File: config.mk
export PLATFORM = sky130hd
export DESIGN_NAME = alu_pipe
export DESIGN_NICKNAME = d
export VERILOG_FILES = /design/src/rtl/alu_pipe.sv
export SDC_FILE = /design/constraint.sdc
export NUM_CORES = 1
export LEC_CHECK = 0
export ABC_AREA = 1
export ABC_CLOCK_PERIOD_IN_PS = 3120
export CAP_MARGIN = 20
export CORE_MARGIN = 5
export CORE_UTILIZATION = 45
export DETAILED_ROUTE_END_ITERATION = 16
export GPL_TIMING_DRIVEN = 0
export HOLD_SLACK_MARGIN = 0.1
export PLACE_DENSITY = 0.7
export SKIP_CTS_REPAIR_TIMING = 1
export SLEW_MARGIN = 20
export SYNTH_ARGS = -nofsm -noshare
export SYNTH_HDL_FRONTEND = slang
export SYNTH_SLANG_ARGS = --single-unit
File: constraint.sdc
create_clock -name clk -period 3.12 [get_ports clk]
set_clock_uncertainty 0.1 [all_clocks]
set_input_delay 0.312 -clock clk [delete_from_list [all_inputs] [get_ports clk]]
set_output_delay 0.312 -clock clk [all_outputs]
set_load 0.005 [all_outputs]
File: src/rtl/alu_pipe.sv
// rtl/alu_pipe.sv - registered ALU with valid/ready handshake and stored carry
module alu_pipe #(
  parameter int WIDTH = 8
) (
  input  logic             clk,
  input  logic             rst,
  input  logic             in_valid,
  output logic             in_ready,
  input  logic [WIDTH-1:0] a,
  input  logic [WIDTH-1:0] b,
  input  logic [3:0]       alu_sel,
  input  logic             flag_clr,
  output logic             out_valid,
  input  logic             out_ready,
  output logic [WIDTH-1:0] result,
  output logic [3:0]       nzvc,
  output logic             carry_q
);

  typedef enum logic [3:0] {
    OP_ADD = 4'd0,  OP_INC = 4'd1,  OP_SUB = 4'd2,  OP_DEC = 4'd3,
    OP_AND = 4'd4,  OP_OR  = 4'd5,  OP_XOR = 4'd6,  OP_NOT = 4'd7,
    OP_ADC = 4'd8,  OP_SBC = 4'd9,  OP_SHL = 4'd10, OP_SHR = 4'd11,
    OP_ASR = 4'd12, OP_ROL = 4'd13, OP_ROR = 4'd14, OP_CMP = 4'd15
  } op_e;

  localparam logic [WIDTH-1:0] ONE = {{(WIDTH-1){1'b0}}, 1'b1};

  logic             accept;
  logic             cin;
  logic [WIDTH-1:0] add_opb;
  logic [WIDTH-1:0] sub_opb;
  logic             add_cin;
  logic             sub_cin;
  logic [WIDTH:0]   add_full;
  logic [WIDTH:0]   sub_full;
  logic             add_v;
  logic             sub_v;
  logic [WIDTH-1:0] res_c;
  logic [WIDTH-1:0] flag_val;
  logic             v_c;
  logic             c_c;

  // Single output slot: accept only when the slot is empty or draining this cycle.
  assign in_ready = !out_valid | out_ready;
  assign accept   = in_valid & in_ready;
  // A same-cycle clear means the op must see carry-in 0.
  assign cin      = flag_clr ? 1'b0 : carry_q;

  // Shared adder and subtractor; INC/DEC reuse them with a constant 1 operand.
  always_comb begin
    add_opb  = (alu_sel == OP_INC) ? ONE : b;
    sub_opb  = (alu_sel == OP_DEC) ? ONE : b;
    add_cin  = (alu_sel == OP_ADC) ? cin : 1'b0;
    sub_cin  = (alu_sel == OP_SBC) ? cin : 1'b0;
    add_full = {1'b0, a} + {1'b0, add_opb} + {{WIDTH{1'b0}}, add_cin};
    sub_full = {1'b0, a} - {1'b0, sub_opb} - {{WIDTH{1'b0}}, sub_cin};
    add_v    = (a[WIDTH-1] == add_opb[WIDTH-1]) && (add_full[WIDTH-1] != a[WIDTH-1]);
    sub_v    = (a[WIDTH-1] != sub_opb[WIDTH-1]) && (sub_full[WIDTH-1] != a[WIDTH-1]);
  end

  // Opcode decode: result value, the value N/Z are taken from, and V/C.
  always_comb begin
    res_c    = '0;
    flag_val = '0;
    v_c      = 1'b0;
    c_c      = 1'b0;
    case (op_e'(alu_sel))
      OP_ADD, OP_INC, OP_ADC: begin
        res_c = add_full[WIDTH-1:0];
        v_c   = add_v;
        c_c   = add_full[WIDTH];
      end
      OP_SUB, OP_DEC, OP_SBC: begin
        res_c = sub_full[WIDTH-1:0];
        v_c   = sub_v;
        c_c   = sub_full[WIDTH];
      end
      OP_CMP: begin
        res_c    = a;
        flag_val = sub_full[WIDTH-1:0];
        v_c      = sub_v;
        c_c      = sub_full[WIDTH];
      end
      OP_AND: res_c = a & b;
      OP_OR:  res_c = a | b;
      OP_XOR: res_c = a ^ b;
      OP_NOT: res_c = ~a;
      OP_SHL: begin
        res_c = {a[WIDTH-2:0], 1'b0};
        c_c   = a[WIDTH-1];
      end
      OP_SHR: begin
        res_c = {1'b0, a[WIDTH-1:1]};
        c_c   = a[0];
      end
      OP_ASR: begin
        res_c = {a[WIDTH-1], a[WIDTH-1:1]};
        c_c   = a[0];
      end
      OP_ROL: begin
        res_c = {a[WIDTH-2:0], a[WIDTH-1]};
        c_c   = a[WIDTH-1];
      end
      OP_ROR: begin
        res_c = {a[0], a[WIDTH-1:1]};
        c_c   = a[0];
      end
      default: res_c = '0;
    endcase
    if (alu_sel != OP_CMP) flag_val = res_c;
  end

  // Output slot and stored carry; everything holds while stalled.
  always_ff @(posedge clk or posedge rst) begin
    if (rst) begin
      out_valid <= 1'b0;
      result    <= '0;
      nzvc      <= 4'b0000;
      carry_q   <= 1'b0;
    end else if (accept) begin
      out_valid <= 1'b1;
      result    <= res_c;
      nzvc      <= {flag_val[WIDTH-1], (flag_val == '0), v_c, c_c};
      carry_q   <= c_c;
    end else begin
      if (out_valid && out_ready) out_valid <= 1'b0;
      if (flag_clr) carry_q <= 1'b0;
    end
  end

endmodule

=== Word-level counts from Yosys, hierarchy flattened ===
Cells that the tools add are included.

* Add/subtract/negate cells: 4
* Eq/ne operators: 20
* Reduce and logical (&&, ||, !) cells: 12
* Bitwise operators: 6
* Multiplexer cells: 13

{| class="wikitable"
|+ Operator list
! cell !! count
|-
| $pmux 8 s12 || 1
|-
| $eq 4x4->1 const B || 8
|-
| $mux 8 || 4
|-
| $eq 4x3->1 const B || 4
|-
| $add 8x8->9 || 1
|-
| $add 9x1->9 || 1
|-
| $reduce_or 3->1 || 3
|-
| $sub 8x8->9 || 1
|-
| $sub 9x1->9 || 1
|-
| $and 8x8->8 || 1
|-
| $eq 4x2->1 const B || 2
|-
| $logic_not 8->1 || 1
|-
| $not 8->8 || 1
|-
| $or 8x8->8 || 1
|-
| $xor 8x8->8 || 1
|-
| $mux 1 || 6
|-
| $eq 4x1->1 const B || 1
|-
| $logic_not 4->1 || 1
|-
| $ne 4x4->1 const B || 1
|-
| $pmux 1 s4 || 1
|-
| $reduce_or 4->1 || 1
|-
| $logic_and 1x1->1 || 3
|-
| $ne 1x1->1 || 3
|-
| $pmux 1 s2 || 1
|-
| 6 further kinds || 6
|}

* Logic and storage cells: 59
* Input bits: 25
* Bits in registers: 14
* Output and inout port bits: 15

=== Logic depth before layout (Yosys ltp) ===
* Word-level depth: 7
* Mapped depth: 22
* Gate-level depth less buffers: 22

=== Least setup slack after synthesis ===
Ideal clock, no wire load.

* Kind: input port to flip-flop
* From: in alu_sel[3]
* To: reg nzvc[2]
* Arrival time: 2.990 ns
* Data required time: 2.903 ns
* Slack: -0.087 ns
* Stages on the path: 22
* Cell sequence: nor2_1 inv_1 nor2_1 nor2_1 fa_1 inv_1 ha_1 inv_1 nand2_1 fa_1 o21ai_0 nand2_1 nand2_1 nand2_1 nand2_1 nand3_1 nand2_1 nand2_1 nand3_1 nand2_1 nand3_1 nand2_1

* Longest elaborated chain between the ends: 7
* Elaborated cells between the ends (all ways): 31
* Those cells by class: add/sub: 4; eq/ne: 16; mux: 7; reduce/logical: 4

{| class="wikitable"
|+ RTL lines
! element !! line !! text
|-
| from (decl) || 11 || <nowiki>input logic [3:0] alu_sel,</nowiki>
|-
| $eq 4x2->1 or $eq 4x1->1 (tied branches) || 53, 68, 52 ||
|-
| $mux 8, on equally long branches || 53, 52 ||
|-
| $sub 8x8->9 or $add 8x8->9 (tied branches) || 57, 56 ||
|-
| $sub 9x1->9 or $add 9x1->9 (tied branches) || 57, 56 ||
|-
| $pmux 8 s12 or $mux 8 (tied branches) || 68 || <nowiki>case (op_e'(alu_sel))</nowiki>
|-
| $mux 8 (*) || 111 || <nowiki>if (alu_sel != OP_CMP) flag_val = res_c;</nowiki>
|-
| $logic_not 8->1 (*) || 124 || <nowiki>nzvc <= {flag_val[WIDTH-1], (flag_val == '0), v_c, c_c};</nowiki>
|-
| to (signal assigned) || 124 ||
|-
| to (decl) || 16 || <nowiki>output logic [3:0] nzvc,</nowiki>
|}

Mark *: on every way between the ends. The rest lies on a longest branch, timed or not.
A chain may end at the register's enable or synchronous reset.

=== Worst setup path after layout ===
Same ends and word-level chain as after synthesis.

==> Flow_metrics.wiki <==
{| class="wikitable"
! Metric !! Value
|-
| Worst Setup End Kind || register
|-
| Die W || approximately 85 um
|-
| Number of max-cap violations || 0
|-
| Actual slew at the worst max-slew pin || just under 700 ps
|-
| Register clock-pin slew on the reported worst setup and hold paths || 60 ps
|-
| Post-route worst setup slack || 25.1 ps
|-
| Setup Crit Path Kind || primary input to register
|-
| Flops & latches, synth || 14
|-
| Dpl cells || 547
|-
| Fraction of registers with async set/reset || 100%
|-
| Max Root-Sink Buffers || 2
|-
| EDFF count, synth || 0
|-
| Average wire per cell in the routed design || approximately 14 um
|-
| Syn. warnings || 0
|-
| Commonest non-fill, non-tap cells in the layout || 147 x nand2_1, 71 x inv_1, 42 x nor2_1, 38 x nand3_1, 36 x ha_1
|-
| Most used DFF post-synth || dfrtp_1
|-
| Fin cells || roughly 560
|-
| Data arrival time of the critical path || about 3100 ps
|-
| Count of mapped cells out of synthesis || 436
|-
| Post-route antenna net violation count || 0
|-
| Area of the die || 7230 um2
|-
| TritonCTS buffer count || 3
|-
| Post-Synthesis Mean Instance Area || 5.81 um2
|-
| Headroom to the max-slew limit || a little over half
|-
| Final non-filler cell area || 3190 um2
|-
| Global route overflow || 0
|-
| Area of combinational cells with multiple inputs || 1960 um2
|-
| Required time of the critical path || 3170 ps
|-
| Path class of the lowest-slack min-delay path || primary input to async pin
|-
| Sequence of cells on the critical path || dlymetal6s2s_1 > inv_1 > nor2_4 > nand3_2 > fa_1 > inv_1 > ha_2 > inv_2 > nand2_4 > fa_2 > o21ai_2 > nand2_2 > nand2_1 > nand3_1 > nand4_1 > nor2_1 > nand3_1 > nand2_1 > nand3_1 > nand2_1
|-
| Endpoints failing setup || 0
|-
| Sequential share of the synthesized area || 13.8%
|-
| Initial Utilization || 46.3%
|-
| Global-route total usage across every layer || roughly 21%
|-
| Number of antenna violations at the first check in global routing || 0
|-
| Setup slack of the most critical reg-to-reg path || 30 ps
|-
| Placer congestion estimate || ~0.93
|-
| Total Nets Final || 552
|-
| Maximum frequency from static timing analysis || 0.323 GHz
|-
| Htree depth || 1
|-
| Crit share post-route || 99.2%
|-
| Most common cell after layout, fill and taps aside || nand2_1
|-
| Insertion delay to the later sink of the worst-skew pair || 250 ps
|-
| Status || completed
|-
| Count of final hold-check violations || 0
|-
| FF+latch area || 350 um2
|-
| Die outline height || 85.0 um
|-
| Number of buffer and inverter instances along the worst setup path || 4
|-
| Number of detailed-route iterations in the first pass || 5
|-
| Detailed Route WL || 7580 um
|-
| Leak pwr || 0.00177 uW
|-
| Detailed-placement wirelength estimate || 6190 um
|-
| Minimum hold slack || 301 ps
|-
| Clock tree root driver cell || clkbuf_8
|-
| Number of fill cells || 585
|-
| Number of library cell types mapped by synthesis || 24
|-
| Standard cell core area || between 5000 and 6000 um2
|-
| Delay of the slowest cell on the worst path || 540 ps
|-
| Reg-to-reg critical path startpoint || carry_q
|-
| Sink count of the clock tree || 14
|-
| Slowest cell on the critical path || fa_1
|-
| RSZ-0062 raised after global routing || yes
|-
| Row count || 27
|-
| Via count || 2891
|-
| Count of cells along the worst register-to-register path || 19
|-
| CTS tree || yes
|-
| Inserted Diodes || 0
|-
| Post-synthesis net count || between 500 and 600
|-
| Top Family by Delay on Critical Path || simple AND/OR/NAND/NOR gates
|-
| I/O pin cnt || 40
|-
| Worst IR Drop VDD || 198 uV
|-
| Largest net degree at the start of global routing || 15
|-
| Global-route wire length before repair || approximately 12000 um
|-
| Sum of negative setup slack || 0 ps
|-
| Violation count after the first detailed-routing iteration || 225
|-
| Max FO, Critical Path || 5
|-
| Startpoint class of the critical path || primary input
|-
| DR vias/cell || 5.19
|-
| Placement-stage cell area || 3020 um2
|-
| Area overhead of the layout relative to synthesis || 26.0%
|-
| Post-placement setup slack || -1100 ps
|-
| Min Clock Period, post-route || 3090 ps
|-
| Number of global-route vias before repair || approximately 2600
|-
| Max-slew violation count || 0
|-
| Port-buffer cells || 39
|-
| Post-synthesis instance area || 2530 um2
|-
| Fraction of final layout cells with drive strength greater than 1 || 8.04%
|-
| Worst flop-to-flop path endpoint || nzvc[2]
|-
| Remaining design rule violation count || 0
|-
| P per Cell Area || 302 nW/um2
|}
## stage by stage
step                      total power (uW)  util [%]
after global routing                  1050      58.3
after detailed placement               751      55.1
after floorplan                        549         -
final                                  962      58.3
after CTS                              933      56.1
after global placement                 741      55.1
## routing by layer
metal / vias to the layer above / global-route usage [%] / routed length [um]
met5: - / 0 / 0
met4: 0 / 3.88 / 102
met3: 11 / 3.01 / 461
met2: 98 / 34.3 / 3520
met1: 1305 / 28.9 / 3500
li1: 1477 / - / -
## state kept, by name, indices dropped and copies added (netlist names)
register   flops
result         8
carry_q        1
out_valid      1
nzvc           4
## cell usage after synthesis (all sizes together) (2+ instances only)
library cell | number | share of area (%)
a21oi | 12 | 2.4
or2 | 3 | 0.74
xor2 | 5 | 1.7
nand3 | 42 | 8.3
dfrtp | 14 | 14
nand2 | 152 | 23
o21ai | 18 | 3.6
clkbuf | 2 | 0.30
fa | 4 | 3.2
nand3b | 3 | 0.89
inv | 75 | 11
ha | 37 | 18
nand4 | 13 | 3.2
nor2 | 48 | 7.4
## report_power, final
part	leakage (uW)	internal (uW)	switching, uW	total, uW
logic	0.00157	239	312	552
registers	0.000175	215	17.4	232
clock network	0.0000288	112	66.4	178
## final cells by class
class                   instances  share of cell area (%)
multi-input cells             344                    61.3
repair buffers                 45                    13.7
flip-flops and latches         14                    11.0
inverters                      75                    8.82
well taps                      72                    2.82
clock buffers                   4                    1.73
plain buffers                   3                   0.588
## logic make-up after synthesis
family | count (synthesis) | share of synthesized area, %
adders and majority gates | 41 | 21.4
DFF | 14 | 13.8
and+or+nand+nor | 262 | 43.4
AOI/OAI and AO/OA | 36 | 7.71
xor gates and xnor gates | 5 | 1.73
buffers and inverters | 78 | 11.9
## worst max-delay path by stage
stage	startpoint	end	slack (ps)	cells past startpoint
detailed placement	alu_sel[2]	nzvc[2]	-1100	21
finish	alu_sel[3]	nzvc[2]	30	20
global placement	alu_sel[2]	nzvc[2]	-1050	23
CTS	alu_sel[1]	nzvc[2]	-850	20
global route	carry_q	nzvc[2]	-170	21
floorplan	alu_sel[3]	nzvc[2]	5	22
Note: power is estimated with default switching activity, not from simulation.
